===== config.mk =====
export PLATFORM = sky130hd
export DESIGN_NAME = serial_subtractor
export DESIGN_NICKNAME = d
export VERILOG_FILES = /design/src/rtl/serial_arith_pkg.sv /design/src/rtl/full_subtractor_bit.sv /design/src/rtl/serial_subtractor.sv
export SDC_FILE = /design/constraint.sdc
export NUM_CORES = 1
export LEC_CHECK = 0
export BUFFER_PORTS_ARGS = -buffer_cell sky130_fd_sc_hd__buf_2
export CAP_MARGIN = 20
export CORE_UTILIZATION = 54
export DETAILED_ROUTE_END_ITERATION = 12
export PLACE_DENSITY = 0.8
export REMOVE_ABC_BUFFERS = 1
export SLEW_MARGIN = 5
export SYNTH_ARGS = -nofsm -noshare
export SYNTH_HDL_FRONTEND = slang
export SYNTH_HIERARCHICAL = 1
export SYNTH_SLANG_ARGS = --single-unit

===== constraint.sdc =====
create_clock -name clk -period 1.8 [get_ports clk]
set_input_delay 0.18 -clock clk [delete_from_list [all_inputs] [get_ports clk]]
set_output_delay 0.18 -clock clk [all_outputs]
set_load 0.005 [all_outputs]

===== src/rtl/serial_arith_pkg.sv =====
// ============================================================================
// serial_arith_pkg : shared types and limits for the bit-serial arithmetic
// Rev 1.0
// ============================================================================
`default_nettype none

package serial_arith_pkg;

  typedef enum logic [1:0] {
    IDLE  = 2'd0,
    SHIFT = 2'd1,
    DONE  = 2'd2
  } state_e;

  localparam int unsigned c_WIDTH_MIN = 1;
  localparam int unsigned c_WIDTH_MAX = 32;

endpackage

`default_nettype wire


===== src/rtl/full_subtractor_bit.sv =====
// ============================================================================
// full_subtractor_bit : one-bit subtract cell, d = a - b - bin
// Rev 1.0
// ============================================================================
`default_nettype none

module full_subtractor_bit (
  input  logic a,
  input  logic b,
  input  logic bin,
  output logic d,
  output logic bout
);

  assign d    = a ^ b ^ bin;
  assign bout = (~a & b) | (~(a ^ b) & bin);

endmodule

`default_nettype wire


===== src/rtl/serial_subtractor.sv =====
// ============================================================================
// serial_subtractor : LSB-first bit-serial a - b with valid/ready handshakes
// Rev 1.0
// ============================================================================
`default_nettype none

module serial_subtractor
  import serial_arith_pkg::*;
#(
  parameter int unsigned WIDTH = 8
) (
  input  logic             clk,
  input  logic             rst_n,
  input  logic             in_valid,
  output logic             in_ready,
  input  logic [WIDTH-1:0] a,
  input  logic [WIDTH-1:0] b,
  output logic             out_valid,
  input  logic             out_ready,
  output logic [WIDTH-1:0] diff,
  output logic             borrow,
  output logic             overflow
);

  localparam int unsigned c_CNT_W = $clog2(WIDTH + 1);

  state_e             state_q, state_d;
  logic [WIDTH-1:0]   a_q, a_d;
  logic [WIDTH-1:0]   b_q, b_d;
  logic [WIDTH-1:0]   res_q, res_d;
  logic [WIDTH-1:0]   diff_q, diff_d;
  logic [c_CNT_W-1:0] cnt_q, cnt_d;
  logic               br_q, br_d;
  logic               borrow_q, borrow_d;
  logic               ovf_q, ovf_d;
  logic               a_msb_q, a_msb_d;
  logic               b_msb_q, b_msb_d;

  logic               w_d;
  logic               w_bout;
  logic               w_last;
  logic [WIDTH-1:0]   w_res_shift;

  full_subtractor_bit u_cell (
    .a    (a_q[0]),
    .b    (b_q[0]),
    .bin  (br_q),
    .d    (w_d),
    .bout (w_bout)
  );

  // New difference bit enters at the MSB so the LSB-first result ends aligned.
  generate
    if (WIDTH == 1) begin : g_res_w1
      assign w_res_shift = w_d;
    end else begin : g_res_wn
      assign w_res_shift = {w_d, res_q[WIDTH-1:1]};
    end
  endgenerate

  assign w_last = (cnt_q == c_CNT_W'(WIDTH - 1));

  always_comb begin
    state_d   = state_q;
    a_d       = a_q;
    b_d       = b_q;
    res_d     = res_q;
    diff_d    = diff_q;
    cnt_d     = cnt_q;
    br_d      = br_q;
    borrow_d  = borrow_q;
    ovf_d     = ovf_q;
    a_msb_d   = a_msb_q;
    b_msb_d   = b_msb_q;
    in_ready  = 1'b0;
    out_valid = 1'b0;

    case (state_q)
      IDLE: begin
        in_ready = 1'b1;
        if (in_valid) begin
          a_d     = a;
          b_d     = b;
          a_msb_d = a[WIDTH-1];
          b_msb_d = b[WIDTH-1];
          res_d   = '0;
          br_d    = 1'b0;
          cnt_d   = '0;
          state_d = SHIFT;
        end
      end
      SHIFT: begin
        a_d   = a_q >> 1;
        b_d   = b_q >> 1;
        res_d = w_res_shift;
        br_d  = w_bout;
        cnt_d = cnt_q + c_CNT_W'(1);
        // Outputs load only on the final bit, so partial results never show.
        if (w_last) begin
          diff_d   = w_res_shift;
          borrow_d = w_bout;
          ovf_d    = (a_msb_q != b_msb_q) & (w_d != a_msb_q);
          state_d  = DONE;
        end
      end
      DONE: begin
        out_valid = 1'b1;
        if (out_ready) begin
          state_d = IDLE;
        end
      end
      default: begin
        state_d = IDLE;
      end
    endcase
  end

  always_ff @(posedge clk or negedge rst_n) begin
    if (!rst_n) begin
      state_q  <= IDLE;
      a_q      <= '0;
      b_q      <= '0;
      res_q    <= '0;
      diff_q   <= '0;
      cnt_q    <= '0;
      br_q     <= 1'b0;
      borrow_q <= 1'b0;
      ovf_q    <= 1'b0;
      a_msb_q  <= 1'b0;
      b_msb_q  <= 1'b0;
    end else begin
      state_q  <= state_d;
      a_q      <= a_d;
      b_q      <= b_d;
      res_q    <= res_d;
      diff_q   <= diff_d;
      cnt_q    <= cnt_d;
      br_q     <= br_d;
      borrow_q <= borrow_d;
      ovf_q    <= ovf_d;
      a_msb_q  <= a_msb_d;
      b_msb_q  <= b_msb_d;
    end
  end

  assign diff     = diff_q;
  assign borrow   = borrow_q;
  assign overflow = ovf_q;

endmodule

`default_nettype wire


Word level (Yosys, flattened, before mapping)
Index checks and enable logic that the tools add are counted.
Storage, ports and cells
  latch bits: 0
  output and inout port bits: 12
  bits in read-only memories: 0
  register bits after elaboration: 43
  logic and storage cells: 50
  input port bits: 20
  memories kept: 0
  memory bits (writable): 0
Cells by class
  $mul: 0
  muxes and demuxes: 16
  $add $sub $neg: 1
  bitwise logic cells: 8
  shift-type cells: 0
  reductions and logical operators: 6
  div/mod/pow operators: 0
  eq/ne operators: 8
  magnitude comparators: 0
Operators with widths (count)
  one-hot mux 8 bit (2 select lines): 3
  2-to-1 mux 8 bit: 3
  one-hot mux 4 bit (2 select lines): 1
  2-to-1 mux 2 bit: 3
  != test 2 bit, second input constant: 3
  one-hot mux 2 bit (3 select lines): 1
  AND reduction 2 bit: 3
  adder 4 x 1 -> 4 bit, second input constant: 1
  equality test 4 x 3 -> 1 bit, second input constant: 1
  2-to-1 mux 4 bit: 1
  bitwise AND 1 bit: 3
  2-to-1 mux 1 bit: 3
  AND reduction 3 bit: 1
  equality test 2 x 1 -> 1 bit, second input constant: 1
  equality test 2 bit, second input constant: 1
  logical NOT 2 bit: 1
  != test 1 bit: 2
  NOT 1 bit: 2
  one-hot mux 1 bit (2 select lines): 1
  nonzero test 2 bit: 1
  XOR 1 bit: 2
  OR 1 bit: 1

Longest topological paths before layout
Gate-level depths: netlist of the first run.
  depth in word-level cells: 5
  gate-level depth with buffers: 5
  mapped depth without buffers: 5

Modules after synthesis
Netlist of the first run, hierarchy kept.
By module, submodules not included
  serial_subtractor: times used 1, area each 1806.7 µm², cells each 164, seq. area each 1051.0 µm²
  full_subtractor_bit: times used 1, area each 31.3 µm², cells each 4, seq. area each 0.0 µm²

Worst setup path before layout of the first run
No wires, ideal clock.
  path kind: reg2reg
  from: register a_q[0]
  to: register ovf_q, in the netlist overflow
  stages on the path, launching flop included: 5
  arrival time: 1.361 ns
  setup slack: 0.313 ns
  path through: dfrtp_1 fa_1 nand2b_1 o21ai_0 mux2_4
On the way
  word-level cells in the longest chain between the ends: 4
RTL lines
  start, declared: RTL line serial_subtractor.sv:28  | logic [WIDTH-1:0] a_q, a_d;
  start signal, assigned: RTL line serial_subtractor.sv:121  | a_q <= '0;
  start signal, assigned: RTL line serial_subtractor.sv:133  | a_q <= a_d;
  XOR 1 bit (2 in series): RTL line full_subtractor_bit.sv:15  | assign d = a ^ b ^ bin;
  net w_d: RTL line serial_subtractor.sv:39  | logic w_d;
  != test 1 bit: RTL line serial_subtractor.sv:102  | ovf_d = (a_msb_q != b_msb_q) & (w_d != a_msb_q);
  bitwise AND 1 bit: RTL line serial_subtractor.sv:102
  end signal, assigned: RTL line serial_subtractor.sv:140  | ovf_q <= ovf_d;
  end, declared: RTL line serial_subtractor.sv:35  | logic ovf_q, ovf_d;
The timed path passes the listed nets, and every way through them passes these cells.
A chain may end at the register's enable or synchronous reset.

Final worst setup path of the first run
Same ends and word-level chain as after synthesis.

==> metrics.yaml, run 1 <==
wl_per_cell_um: 13.7
worstMarginPinSlew_ns: 0.834
skew_ns: 0.00879
grt_util_met3_pct: 7.04
use_met1_pct: 25.2
dr_total_vias: 1310
period_needed_ns: 1.58
placementRows: 20
grt_pass1_vias: 1346
antenna_found_initial: 0
synth_edf_count: 0
yosysWarningCount: 6
worstSkewPairLatency_ns: 0.35
syn2layout_area_growth_pct: 12.2
syn_area_mm2: 0.00184
cts_sinks: 42
dieArea_mm2: 0.00364
path_buf_inv: 0
track_usage_pct: 22.3
crit_chain: "fa_1 > nand2b_1 > o21ai_0 > mux2_4"
max_stage_delay_ns: 0.61
initial_core_util_pct: 58.3
yosys.area.top_type: "dfrtp_1"
ios: 32
n_antenna_cell: 0
slowest_stage: "fa_1"
ir_drop_uv: 899
drcViolationCount: 0
path_class: "reg2reg"
r2r_cells: 4
routed_wl_mm: 3.33
whs_ns: 0.0441
gr-total-overflow: 0
cts_buffers: 5
synth_ff_type: "dfrtp_1"
post-cts-setup-buffers: 0
min_path_cells: 3
die-width_um: 60.3
synth.avg_cell_area_um2: 10.9
min_path_type: "in2reg"
synth_seq_cells: 42
synth-async-reset-ratio_pct: 100
clk_pin_slew_ns: 0.11
ys_top_cells_by_area: "dfrtp_1 57%, nand2_1 8.8%, mux2_4 7.4%, a22oi_1 3.3%, nand3_1 2.5%"
drt_iter0_markers: 41
viasPerCell: 5.39
fin_util_pct: 65.4
dp.cells: 236
seq_area_frac_synth_pct: 57.2
drive_gt1_share_pct: 27.1
synth_cell_type_count: 33
outcome: "completed"
cts_buffer_depth: 2
dr.pass1.iters: 4
finalSetupViolCount: 0
cp-start-kind: "flop"
top_usage_layer: "met2"
port_buffers: 31
pre_cts_slack_ns: 0.235
critPathArrivalTime_ns: 1.83
ctsResizeCount: 0
synth_top_area_share_pct: 57.2
cts_hold_buf: 1
dp_hpwl_mm: 2.33
end_kind: "flop"
hold_viol_final: 0
postRouteAntennaNets: 0
grt_pass1_wl_mm: 5.82
nets: 222
leakagePower_nw: 1.08
core_area_mm2: 0.00315
cp_top_family: "adder cells"
required_ns: 2.05
fin_ws_ns: 0.220
syn-instance-count: 168
cap_violations: 0
fillers: 262
use_met2_pct: 39.1
power.density_mw_per_mm2: 1680
fin_cells: 243
die_h_um: 60.3
grt_max_degree: 43
slew_violations: 0
cts.htree.levels: 2
clock.fmax_ghz: 0.633
worst-path-max-fanout: 4
max_slew_margin_pct: 44.3
tritoncts: "yes"
crit_cells: 4
place_congestion: 0.820
timing.final.crit_share_pct: 87.8
rsz0062_at_grt: "false"
clockRootBuffer: "clkbuf_4"
[metrics by stage]
| step | power, mW | area (um2) | TNS, ns |
|---|---|---|---|
| after detailed placement | 3.03 | 2000 | 0 |
| after CTS | 3.48 | 2060 | 0 |
| final | 3.45 | 2060 | 0 |
| after global routing | 3.77 | 2060 | 0 |
| after floorplan | 2.58 | 1770 | -0.606 |
| after global placement | 2.93 | 2000 | 0 |
[state kept, by name (all words and copies together) (netlist names)]
name	count
a_msb_q	1
a_q	8
b_msb_q	1
b_q	8
borrow	1
br_q	1
cnt_q	4
diff	8
overflow	1
res_q	7
state_q	2
[worst paths after layout]
| kind | slack, ns | endpoint | from |
|---|---|---|---|
| worst max-delay path | 0.22 | overflow | a_q[0] |
| worst min-delay path | 0.04 | b_q[2] | b[2] |
| worst max register to register | 0.22 | overflow | a_q[0] |
| worst min register to register | 0.49 | b_q[0] | b_q[0] |
| max in group asynchronous | 1.03 | a_q[6] | rst_n |
| min in group asynchronous | 0.41 | diff[2] | rst_n |
[kinds of logic after synthesis]
group | Yosys count | synth area share, %
and+or+nand+nor | 75 | 18.8
DFF | 42 | 57.2
AOI/OAI and AO/OA | 24 | 9.12
buffers and inverters | 14 | 4.63
muxes | 11 | 8.51
adders and majority gates | 2 | 1.77
[cell usage after synthesis (all sizes together) (2+ instances only)]
cell type,count
nand2,43
dfrtp,42
mux2,10
buf,9
nand3,9
a22oi,8
nor2,7
nor3,6
o22ai,6
inv,4
o21ai,3
a21o,2
a22o,2
nor2b,2
[layout by cell type, fill, tap and decap left out, drive strengths merged, types with 2 or more instances in the layout]
cell	instances
a21o	2
nor2	7
a22o	2
buf	34
nand3	9
nand2	43
dfrtp	42
nor3	6
inv	4
o22ai	6
a22oi	8
clkbuf	6
mux2	10
o21ai	3
nor2b	2
[worst register-to-register path, stage by stage (launching register included)]
cell      delay (ns)
dfrtp_1         0.41
fa_1            0.61
nand2b_1        0.12
o21ai_0         0.08
mux2_4          0.27
[power breakdown]
group / internal (mW) / total (mW) / switching (mW) / leakage [nW]
sequential: 1.36 / 1.64 / 0.274 / 0.531
clock: 0.176 / 0.450 / 0.274 / 0.0302
combinational: 0.658 / 1.37 / 0.710 / 0.515
[area by class of cell]
| cell class | count | area (um2) | share of cell area (%) |
|---|---|---|---|
| Sequential cell | 42 | 1050 | 51.0 |
| Tap cell | 44 | 55.1 | 2.67 |
| Timing Repair Buffer | 35 | 188 | 9.10 |
| Inverter | 4 | 15.0 | 0.728 |
| Clock buffer | 6 | 51.3 | 2.49 |
| Multi-Input combinational cell | 112 | 702 | 34.0 |
[per-layer routing]
layer	wire [um]	share of wire (%)
met3	156	4.7
met2	1620	49
met5	0	0
met4	56	1.7
met1	1490	45
No activity file was read; power rests on OpenSTA's default activity.
==> run 2, diff against run 1 <==
--- a/config.mk
+++ b/config.mk
@@ -9,6 +9,7 @@
 export CAP_MARGIN = 20
 export CORE_UTILIZATION = 54
 export DETAILED_ROUTE_END_ITERATION = 12
+export GPL_ROUTABILITY_DRIVEN = 0
 export PLACE_DENSITY = 0.8
 export REMOVE_ABC_BUFFERS = 1
 export SLEW_MARGIN = 5
==> constraint.sdc (replaced) <==
create_clock -name clk -period 1.8 [get_ports clk]
set_input_delay 0.36 -clock clk [delete_from_list [all_inputs] [get_ports clk]]
set_output_delay 0.36 -clock clk [all_outputs]
set_load 0.005 [all_outputs]
==> run 2 against run 1 <==
Against the previous run: clock skew hardly changed; sequential share of layout area is 0.37 points lower; highest routed layer unchanged; fmax is 2.3% lower; die area stayed put; cell area is 0.73% higher; via count is 1.7% higher; setup slack worse by 0.038 ns; largest power group unchanged; non-clock buffer count is 2 lower.
==> metrics.yaml, run 2 (same netlist as run 1, synthesis figures left out) <==
worstSkewPairLatency_ns: 0.36
postRouteAntennaNets: 0
gr-total-overflow: 0
mostFrequentLayoutCells: "43 x nand2_1, 42 x dfrtp_1, 31 x buf_2"
whs_ns: 0.0421
period_needed_ns: 1.62
dp.cells: 235
wl_per_cell_um: 14.2
dieArea_mm2: 0.00364
stdcell_area_mm2: 0.00208
port_buffers: 31
finalPower_mw: 3.61
fin_util_pct: 65.9
worst-r2r-setup-slack_ns: 0.18
crit_chain: "fa_1 > nand2b_1 > o21ai_0 > mux2_4"
dp_hpwl_mm: 2.30
hold_viol_final: 0
cts_sinks: 42
clk_pin_slew_ns: 0.12
antenna_found_initial: 0
slew_violations: 0
viasPerCell: 5.48
pre_cts_slack_ns: 0.137
placed_area_mm2: 0.00199
cts_hold_buf: 0
end_kind: "flop"
setup_tns_ns: 0
drcViolationCount: 0
rsz0062_at_grt: "false"
core_area_mm2: 0.00315
grt_pass1_wl_mm: 5.62
initial_core_util_pct: 58.3
finalSetupViolCount: 0
dr_total_vias: 1332
path_buf_inv: 0
dr.pass1.iters: 4
worst-path-max-fanout: 4
die_h_um: 60.3
clockRootBuffer: "clkbuf_4"
outcome: "completed"
n_antenna_cell: 0
max_slew_margin_pct: 45.6
nets: 220
fin_ws_ns: 0.182
routed_wl_mm: 3.44
syn2layout_area_growth_pct: 13.0
max_stage_delay_ns: 0.63
cts_buffers: 5
clock.fmax_ghz: 0.618
required_ns: 2.05
cp-start-kind: "flop"
final_common_cell: "nand2_1"
die-width_um: 60.3
ir_drop_uv: 752
critPathArrivalTime_ns: 1.87
path_class: "reg2reg"
grt_pass1_vias: 1378
skew_ns: 0.00880
fin_cells: 243
grt_max_degree: 43
timing.final.crit_share_pct: 89.9
tritoncts: "yes"
power.density_mw_per_mm2: 1740
cp_top_family: "adder cells"
leakagePower_nw: 1.08
slowest_stage: "fa_1"
ios: 32
cts.htree.levels: 2
drive_gt1_share_pct: 27.6
placementRows: 20
track_usage_pct: 21.8
worstMarginPinSlew_ns: 0.814
cts_buffer_depth: 2
cap_violations: 0
min_path_type: "in2async"
drt_iter0_markers: 12
==> run 2: changes by cell type in the layout (fill, tap and decap cells not counted), sizes merged <==
cell         delta
buf             -1
bufinv          +1
clkbuf          -1
clkinv          +2
dlygate4sd3     -1
==> run 2: layer usage <==
| metal | vias to the layer above | part of all wire [%] | GRT usage (%) |
|---|---|---|---|
| li1 | 633 | - | - |
| met1 | 653 | 43 | 24.4 |
| met2 | 39 | 50 | 37.2 |
| met3 | 7 | 4.8 | 6.61 |
| met4 | 0 | 2.0 | 12.0 |
| met5 | - | 0 | 0 |
==> run 2: what timing repair did <==
action | CTS | global route
setup endpoints to repair | 0 | 5
setup buffers | 0 | 0
resized for setup | 0 | 1
==> run 2: where the power goes <==
group	total (mW)	internal, mW	switching [mW]
registers	1.63	1.36	0.267
clock network	0.588	0.288	0.300
logic	1.40	0.660	0.737
==> run 2: cell type report <==
| type | instances | area, um2 |
|---|---|---|
| clock inverters | 3 | 40.0 |
| inverters | 4 | 15.0 |
| well taps | 44 | 55.1 |
| repair buffers | 33 | 170 |
| fillers | 262 | 1080 |
| multi-input cells | 112 | 708 |
| flip-flops and latches | 42 | 1050 |
| clock buffers | 5 | 37.5 |
==> run 2: path summary, 6_finish.rpt <==
kind	startpoint	endpoint	depth (start not counted)
worst max-delay path	a_q[0]	overflow	4
worst min-delay path	rst_n	diff[3]	2
worst max register to register	a_q[0]	overflow	4
worst min register to register	b_q[4]	b_q[4]	2
max in group asynchronous	rst_n	br_q	2
min in group clk	b[2]	b_q[2]	3
